==> src/rtl/comparator_seq.sv <==
// comparator_seq: multi-cycle magnitude comparator that walks the operands CHUNK bits per
// cycle, least-significant chunk first, seeded by a cascade result from a lower stage.
//
// Optional feature: define COMPARATOR_SEQ_SIGNED_EN to add the signed_mode port, which
// selects a two's-complement compare for the accepted operand set.
//
// Ports:
//   clk, rst_n           clock (rising edge), asynchronous active-low reset
//   in_valid, in_ready   operand/seed handshake; in_ready is high only in IDLE
//   A, B                 WIDTH-bit operands
//   l, e, g              cascade seed (less / equal / greater)
//   signed_mode          (signed build only) two's-complement compare, sampled at accept
//   out_valid, out_ready result handshake; out_valid is high only in DONE
//   lt, et, gt           one-hot result, updated only on entry to DONE
//   busy                 high in RUN and DONE
module comparator_seq #(
  parameter int unsigned WIDTH = 32,
  parameter int unsigned CHUNK = 3
) (
  input  logic             clk,
  input  logic             rst_n,
  input  logic             in_valid,
  output logic             in_ready,
  input  logic [WIDTH-1:0] A,
  input  logic [WIDTH-1:0] B,
  input  logic             l,
  input  logic             e,
  input  logic             g,
`ifdef COMPARATOR_SEQ_SIGNED_EN
  input  logic             signed_mode,
`endif
  output logic             out_valid,
  input  logic             out_ready,
  output logic             lt,
  output logic             et,
  output logic             gt,
  output logic             busy
);

  localparam int unsigned NCHUNK = (WIDTH + CHUNK - 1) / CHUNK;
  localparam int unsigned PadW   = NCHUNK * CHUNK;
  // Index runs 0..NCHUNK; the value NCHUNK marks the final cycle that publishes the result.
  localparam int unsigned IdxW   = $clog2(NCHUNK + 1);

  // Result encodings, ordered {less, equal, greater}.
  localparam logic [2:0] ResLt = 3'b100;
  localparam logic [2:0] ResEq = 3'b010;
  localparam logic [2:0] ResGt = 3'b001;

  typedef enum logic [1:0] {StIdle, StRun, StDone} state_e;

  state_e            state_q, state_d;
  logic [PadW-1:0]   a_q, a_d;
  logic [PadW-1:0]   b_q, b_d;
  logic [IdxW-1:0]   idx_q, idx_d;
  logic [2:0]        run_q, run_d;
  logic [2:0]        res_q, res_d;

  logic [PadW-1:0]   a_ext, b_ext;
  logic [2:0]        seed_norm;
  logic [CHUNK-1:0]  a_chunk, b_chunk;

  // Operands are kept as shift registers, so the current chunk is always the low CHUNK bits.
  assign a_chunk = a_q[CHUNK-1:0];
  assign b_chunk = b_q[CHUNK-1:0];

  always_comb begin
    unique case ({l, e, g})
      ResLt, ResEq, ResGt: seed_norm = {l, e, g};
      default:             seed_norm = ResEq;
    endcase
  end

  always_comb begin
    a_ext = '0;
    b_ext = '0;
    a_ext[WIDTH-1:0] = A;
    b_ext[WIDTH-1:0] = B;
`ifdef COMPARATOR_SEQ_SIGNED_EN
    // Flipping the sign bits maps two's-complement order onto unsigned order.
    if (signed_mode) begin
      a_ext[WIDTH-1] = ~A[WIDTH-1];
      b_ext[WIDTH-1] = ~B[WIDTH-1];
    end
`endif
  end

  always_comb begin
    state_d = state_q;
    a_d     = a_q;
    b_d     = b_q;
    idx_d   = idx_q;
    run_d   = run_q;
    res_d   = res_q;

    unique case (state_q)
      StIdle: begin
        if (in_valid) begin
          a_d     = a_ext;
          b_d     = b_ext;
          idx_d   = '0;
          run_d   = seed_norm;
          state_d = StRun;
        end
      end
      StRun: begin
        if (idx_q == IdxW'(NCHUNK)) begin
          res_d   = run_q;
          state_d = StDone;
        end else begin
          // Later (more significant) chunks overwrite earlier decisions; equal keeps them.
          if (a_chunk > b_chunk) begin
            run_d = ResGt;
          end else if (a_chunk < b_chunk) begin
            run_d = ResLt;
          end
          a_d   = a_q >> CHUNK;
          b_d   = b_q >> CHUNK;
          idx_d = idx_q + IdxW'(1);
        end
      end
      StDone: begin
        if (out_ready) begin
          state_d = StIdle;
        end
      end
      default: state_d = StIdle;
    endcase
  end

  always_ff @(posedge clk or negedge rst_n) begin
    if (!rst_n) begin
      state_q <= StIdle;
      a_q     <= '0;
      b_q     <= '0;
      idx_q   <= '0;
      run_q   <= ResEq;
      res_q   <= ResEq;
    end else begin
      state_q <= state_d;
      a_q     <= a_d;
      b_q     <= b_d;
      idx_q   <= idx_d;
      run_q   <= run_d;
      res_q   <= res_d;
    end
  end

  assign in_ready     = (state_q == StIdle);
  assign out_valid    = (state_q == StDone);
  assign busy         = (state_q != StIdle);
  assign {lt, et, gt} = res_q;

endmodule

==> config.mk <==
export PLATFORM = sky130hd
export DESIGN_NAME = comparator_seq
export DESIGN_NICKNAME = d
export VERILOG_FILES = /design/src/rtl/comparator_seq.sv
export SDC_FILE = /design/constraint.sdc
export NUM_CORES = 1
export LEC_CHECK = 0
export CAP_MARGIN = 20
export CORE_UTILIZATION = 50
export CTS_CLUSTER_SIZE = 16
export DETAILED_ROUTE_END_ITERATION = 12
export PLACE_DENSITY = 0.79
export SYNTH_ARGS = -nofsm -noshare
export SYNTH_HDL_FRONTEND = slang
export SYNTH_SLANG_ARGS = --single-unit
==> constraint.sdc <==
create_clock -name clk -period 2.6 [get_ports clk]
set_clock_uncertainty 0.1 [all_clocks]
set_input_delay 0.52 -clock clk [delete_from_list [all_inputs] [get_ports clk]]
set_output_delay 0.52 -clock clk [all_outputs]
set_load 0.02 [all_outputs]
# After elaboration in Yosys (flattened, before gate mapping)
# Cells that the tools add are included.
# op_classes
order_cmp,2
eq_ne,11
addsub,1
n_mux,19
n_reduce_logical,8
# ops
cell,count
$mux W33,4
$pmux W33 S2,2
$mux W3,5
$mux W4,2
$pmux W4 S2,1
$mux W2,3
$ne A2 B2 Y1 const B,3
$pmux W2 S3,1
$pmux W3 S2,1
$reduce_and A3 Y1,2
$add A4 B1 Y4 const B,1
$eq A4 B4 Y1 const B,1
$reduce_and A4 Y1,1
$reduce_bool A2 Y1,2
$eq A3 B1 Y1 const B,1
$eq A3 B2 Y1 const B,1
$eq A3 B3 Y1 const B,1
$gt A3 B3 Y1,1
$lt A3 B3 Y1,1
$ne A3 B3 Y1 const B,1
$reduce_or A3 Y1,1
$eq A2 B1 Y1 const B,1
$eq A2 B2 Y1 const B,1
$logic_not A2 Y1,1
2 further kinds,2
# word_totals
register_bits,78
out_inout_bits,6
wordCells,47
input_bits,71

# Longest topological paths before layout
# logic_depth
depth_word,5
depth_mapped,8
depth_no_buf,6

# Worst setup path before layout
# Ideal clock, no wire load.
# synth_path
path_type,register to register
startpoint,register idx_q[0]
endpoint,register run_q[2]
arrival_time_ns,1.626
n_path_buf,2
period_less_slack_ns,1.847
slack_ns,0.753
path_stages_with_launch,9
cell_sequence,dfrtp_1 > ha_1 > and3b_1 > a211o_1 > buf_6 > inv_8 > buf_8 > nand2_2 > o22a_1
# synth_between
elab_chain_cells,3
# synth_rtl
item,line,text
start: declaration,55,"logic [IdxW-1:0] idx_q, idx_d;"
start signal: assignment,143,idx_q <= idx_d;
$eq A4 B4 Y1,107,if (idx_q == IdxW'(NCHUNK)) begin
$ne A2 B2 Y1 (no source line),n/a,
$reduce_and A4 Y1 (no source line),n/a,
end signal: assignment,137,run_q <= ResEq;
end signal: assignment,144,run_q <= run_d;
end: declaration,56,"logic [2:0] run_q, run_d;"
# Every way passes these cells.
# A chain may end at the register's enable or synchronous reset.

# Worst setup path after layout
# layout_path
startpoint,register state_q[0]
endpoint,output port in_ready
# layout_between
elab_chain_cells,1
# layout_rtl
item,line,text
start: declaration,52,"state_e state_q, state_d;"
start signal: assignment,133,state_q <= StIdle;
start signal: assignment,140,state_q <= state_d;
$logic_not A2 Y1,149,assign in_ready = (state_q == StIdle);
end: declaration,23,"output logic in_ready,"
# Every way passes these cells.

==> metrics.csv <==
stage,metric,value,unit
critical_path,kind of start point of the critical path,register,
critical_path,crit path capture type,output pin,
yosys,Synth Instances,396,
sta,clock period minus worst slack,2.38,ns
critical_path,crit path from,state_q[0]$_DFFE_PN0P_,
route,final antenna-violating net count,0,
cts,clock-pin slew of the registers on the worst-case setup and hold paths,0.08,ns
layout,"commonest non-fill, non-tap cell in the layout",nand2_1,
yosys,number of register bits inferred by synthesis,76,
cts,clock latency at the later pin of the worst-skew pair,0.34,ns
critical_path,register-to-register setup slack,0.56,ns
power,static power due to leakage,0.00205,uW
cts,Post-CTS Setup Bufs,0,
sta,slack of the critical path,0.224,ns
layout,"number of standard cells in the layout, taps in and fillers out",564,
cts,library cell used as clock root buffer,clkbuf_8,
route,total detailed-routing wirelength,7290,um
critical_path,WP data required,1.98,ns
layout,layout cell share with drive strength beyond 1,0.0705,
layout,synth-to-layout area growth,29.0,%
job,Max-Cap Viols,0,
sta,Least-Margin Pin Slew,0.567,ns
sta,maximum achievable frequency,0.421,GHz
critical_path,arrival time at the worst endpoint,1.76,ns
sta,number of pins with negative max-slew slack in the final report,0,
route,Detailed Routing Iterations Pass 1,6,
yosys,post-synthesis cell type count,38,
cts,hold-fix buffers at CTS,0,
sta,setup total negative slack,0,ns
cts,TritonCTS clock tree,done,
cts,CTS sink cnt,76,
cts,count of H-tree levels built during CTS,3,
route,final routed wire length divided by cell count,12.9,um
cts,clock buffers created by TritonCTS,9,
placed_design,dpl cells,548,
placed_design,worst setup slack after placement,0.382,ns
power,Max rail drop VDD,0.000532,V
sta,crit share post-route,0.914,
critical_path,Max Fanout on Critical Path,6,
critical_path,Setup CP Type,register to output pin,
sta,Slew HR,0.622,
placed_design,buffers added on ports,76,
placed_design,Final Wtd Congestion,0.795,
floorplan,Die Y,85.8,um
route,DRC violations left,0,
route,detailed router's first-iteration violation count,160,
sta,Worst Hold Margin,0.0319,ns
power,Power Density,1210,nW/um^2
yosys,total number of yosys warnings,0,
layout,nets,538,
outcome,result of the run,"complete, no violations",
global_routing,aggregate global routing overflow,0,
critical_path,Crit Reg-Reg Startpoint,idx_q[0]$_DFFE_PN0P_,
yosys,Yosys top cell area share,0.527,
floorplan,count of standard-cell rows,30,
floorplan,area enclosed by the die boundary,7370,sq um
yosys,largest area contributor in the netlist,dfrtp_1,
layout,Antenna Cells,0,
layout,most used cells in the layout excluding fill and tap cells,"nand2_1, clkdlybuf4s50_1, dfrtp_1",
global_routing,global router's overall resource usage,0.210,
yosys,mean cell area of the mapped netlist,8.87,sq um
route,post-detailed-route via-to-cell ratio,5.18,
sta,Final Hold Viols,0,
route,total via count in the routed design,2923,
placed_design,hpwl dp,5120,um
cts,total of cells resized after clock tree synthesis,0,
floorplan,Die Width,85.8,um
global_routing,antenna violations before repair,0,
yosys,cell area after synthesis,3510,sq um
yosys,top area cells in the synthesized netlist,"dfrtp_1, nand2_1, a31oi_1",
yosys,share of the yosys chip area belonging to registers,0.542,
sta,setup repair after global routing missed its margin,no,
global_routing,largest net degree at the start of global routing,60,
cts,maximum number of buffers from clock root to sink,2,
global_routing,first-pass GRT wire length,12100,um
floorplan,number of top-level pins,77,
sta,number of failing setup endpoints in the final timing report,0,
floorplan,initial cell density of the core,0.517,
min_path,worst hold path class,input pin to async pin,
global_routing,vias in the first global route,2743,
floorplan,total core area,6790,sq um
yosys,Post-Syn Nets,471,
[cell type report]
type | instances | area [sq um]
fill | 571 | 2260
sequential | 76 | 1900
multi-input combinational | 284 | 1390
timing repair buffer | 84 | 881
clock buffer | 12 | 145
tap | 96 | 120
clock inverter | 4 | 48.8
inverter | 8 | 37.5
[metal layers]
metal	wire [um]	vias to the layer above	global-route usage
met5	0	-	0
met4	106	0	0.0758
met3	381	9	0.0423
met2	3540	82	0.355
met1	3270	1370	0.271
li1	-	1462	-
[critical path: stages, from the launching register on]
cell and delay [ns]:
dfrtp_1 0.44, or2_2 0.32, inv_1 0.07, clkdlybuf4s50_1 0.60
[where the power goes]
group | switching, uW | internal, uW
registers | 301 | 1770
clock network | 419 | 470
logic | 1440 | 1100
[Yosys cell counts (all sizes together)]
cell type,n
nand2,121
dfrtp,74
nor2,64
a31oi,59
buf,17
clkbuf,11
inv,8
a22o,6
a21oi,4
ha,4
mux2,3
dfstp,2
nand2b,2
nor2b,2
o21ai,2
a211o,1
a21o,1
a22oi,1
a32o,1
and2,1
and3,1
and3b,1
nand3b,1
nand4,1
nor3,1
o22a,1
o22ai,1
o31ai,1
or2,1
or3,1
xnor2,1
xor2,1
[metrics by stage]
stage | utilization | power, uW | area, sq um
after global routing | 0.667 | 5960 | 4530
after CTS | 0.667 | 5530 | 4530
after detailed placement | 0.638 | 4650 | 4340
after floorplan | - | 4030 | 3510
final | 0.667 | 5500 | 4530
after global placement | 0.638 | 4510 | 4340
[final timing paths]
| kind | endpoint | cells after the start |
|---|---|---|
| worst min register to register | run_q[1]$_DFFE_PN1P_ | 2 |
| worst min-delay path | b_q[10]$_DFFE_PN0P_ | 1 |
| worst max-delay path | in_ready | 3 |
| max in group asynchronous | a_q[12]$_DFFE_PN0P_ | 2 |
| worst max register to register | b_q[20]$_DFFE_PN0P_ | 7 |
| min in group clk | run_q[1]$_DFFE_PN1P_ | 2 |
[flip-flops by register name, summed over array words and instances (netlist names)]
| name | cells |
|---|---|
| res_q | 3 |
| run_q | 3 |
| b_q | 32 |
| a_q | 32 |
| idx_q | 4 |
| state_q | 2 |
[cells by family (layout without fill, tap and decap cells)]
logic type / count (synthesis) / in the layout / share of synthesized area
compound gates: 78 / 78 / 0.145
xor+xnor: 2 / 2 / 0.00499
fa+ha+maj: 4 / 4 / 0.0142
buf+inv: 36 / 108 / 0.0641
flops: 76 / 76 / 0.542
mux: 3 / 3 / 0.00961
simple gates: 197 / 197 / 0.220
Note: power is estimated with default switching activity, not from simulation.
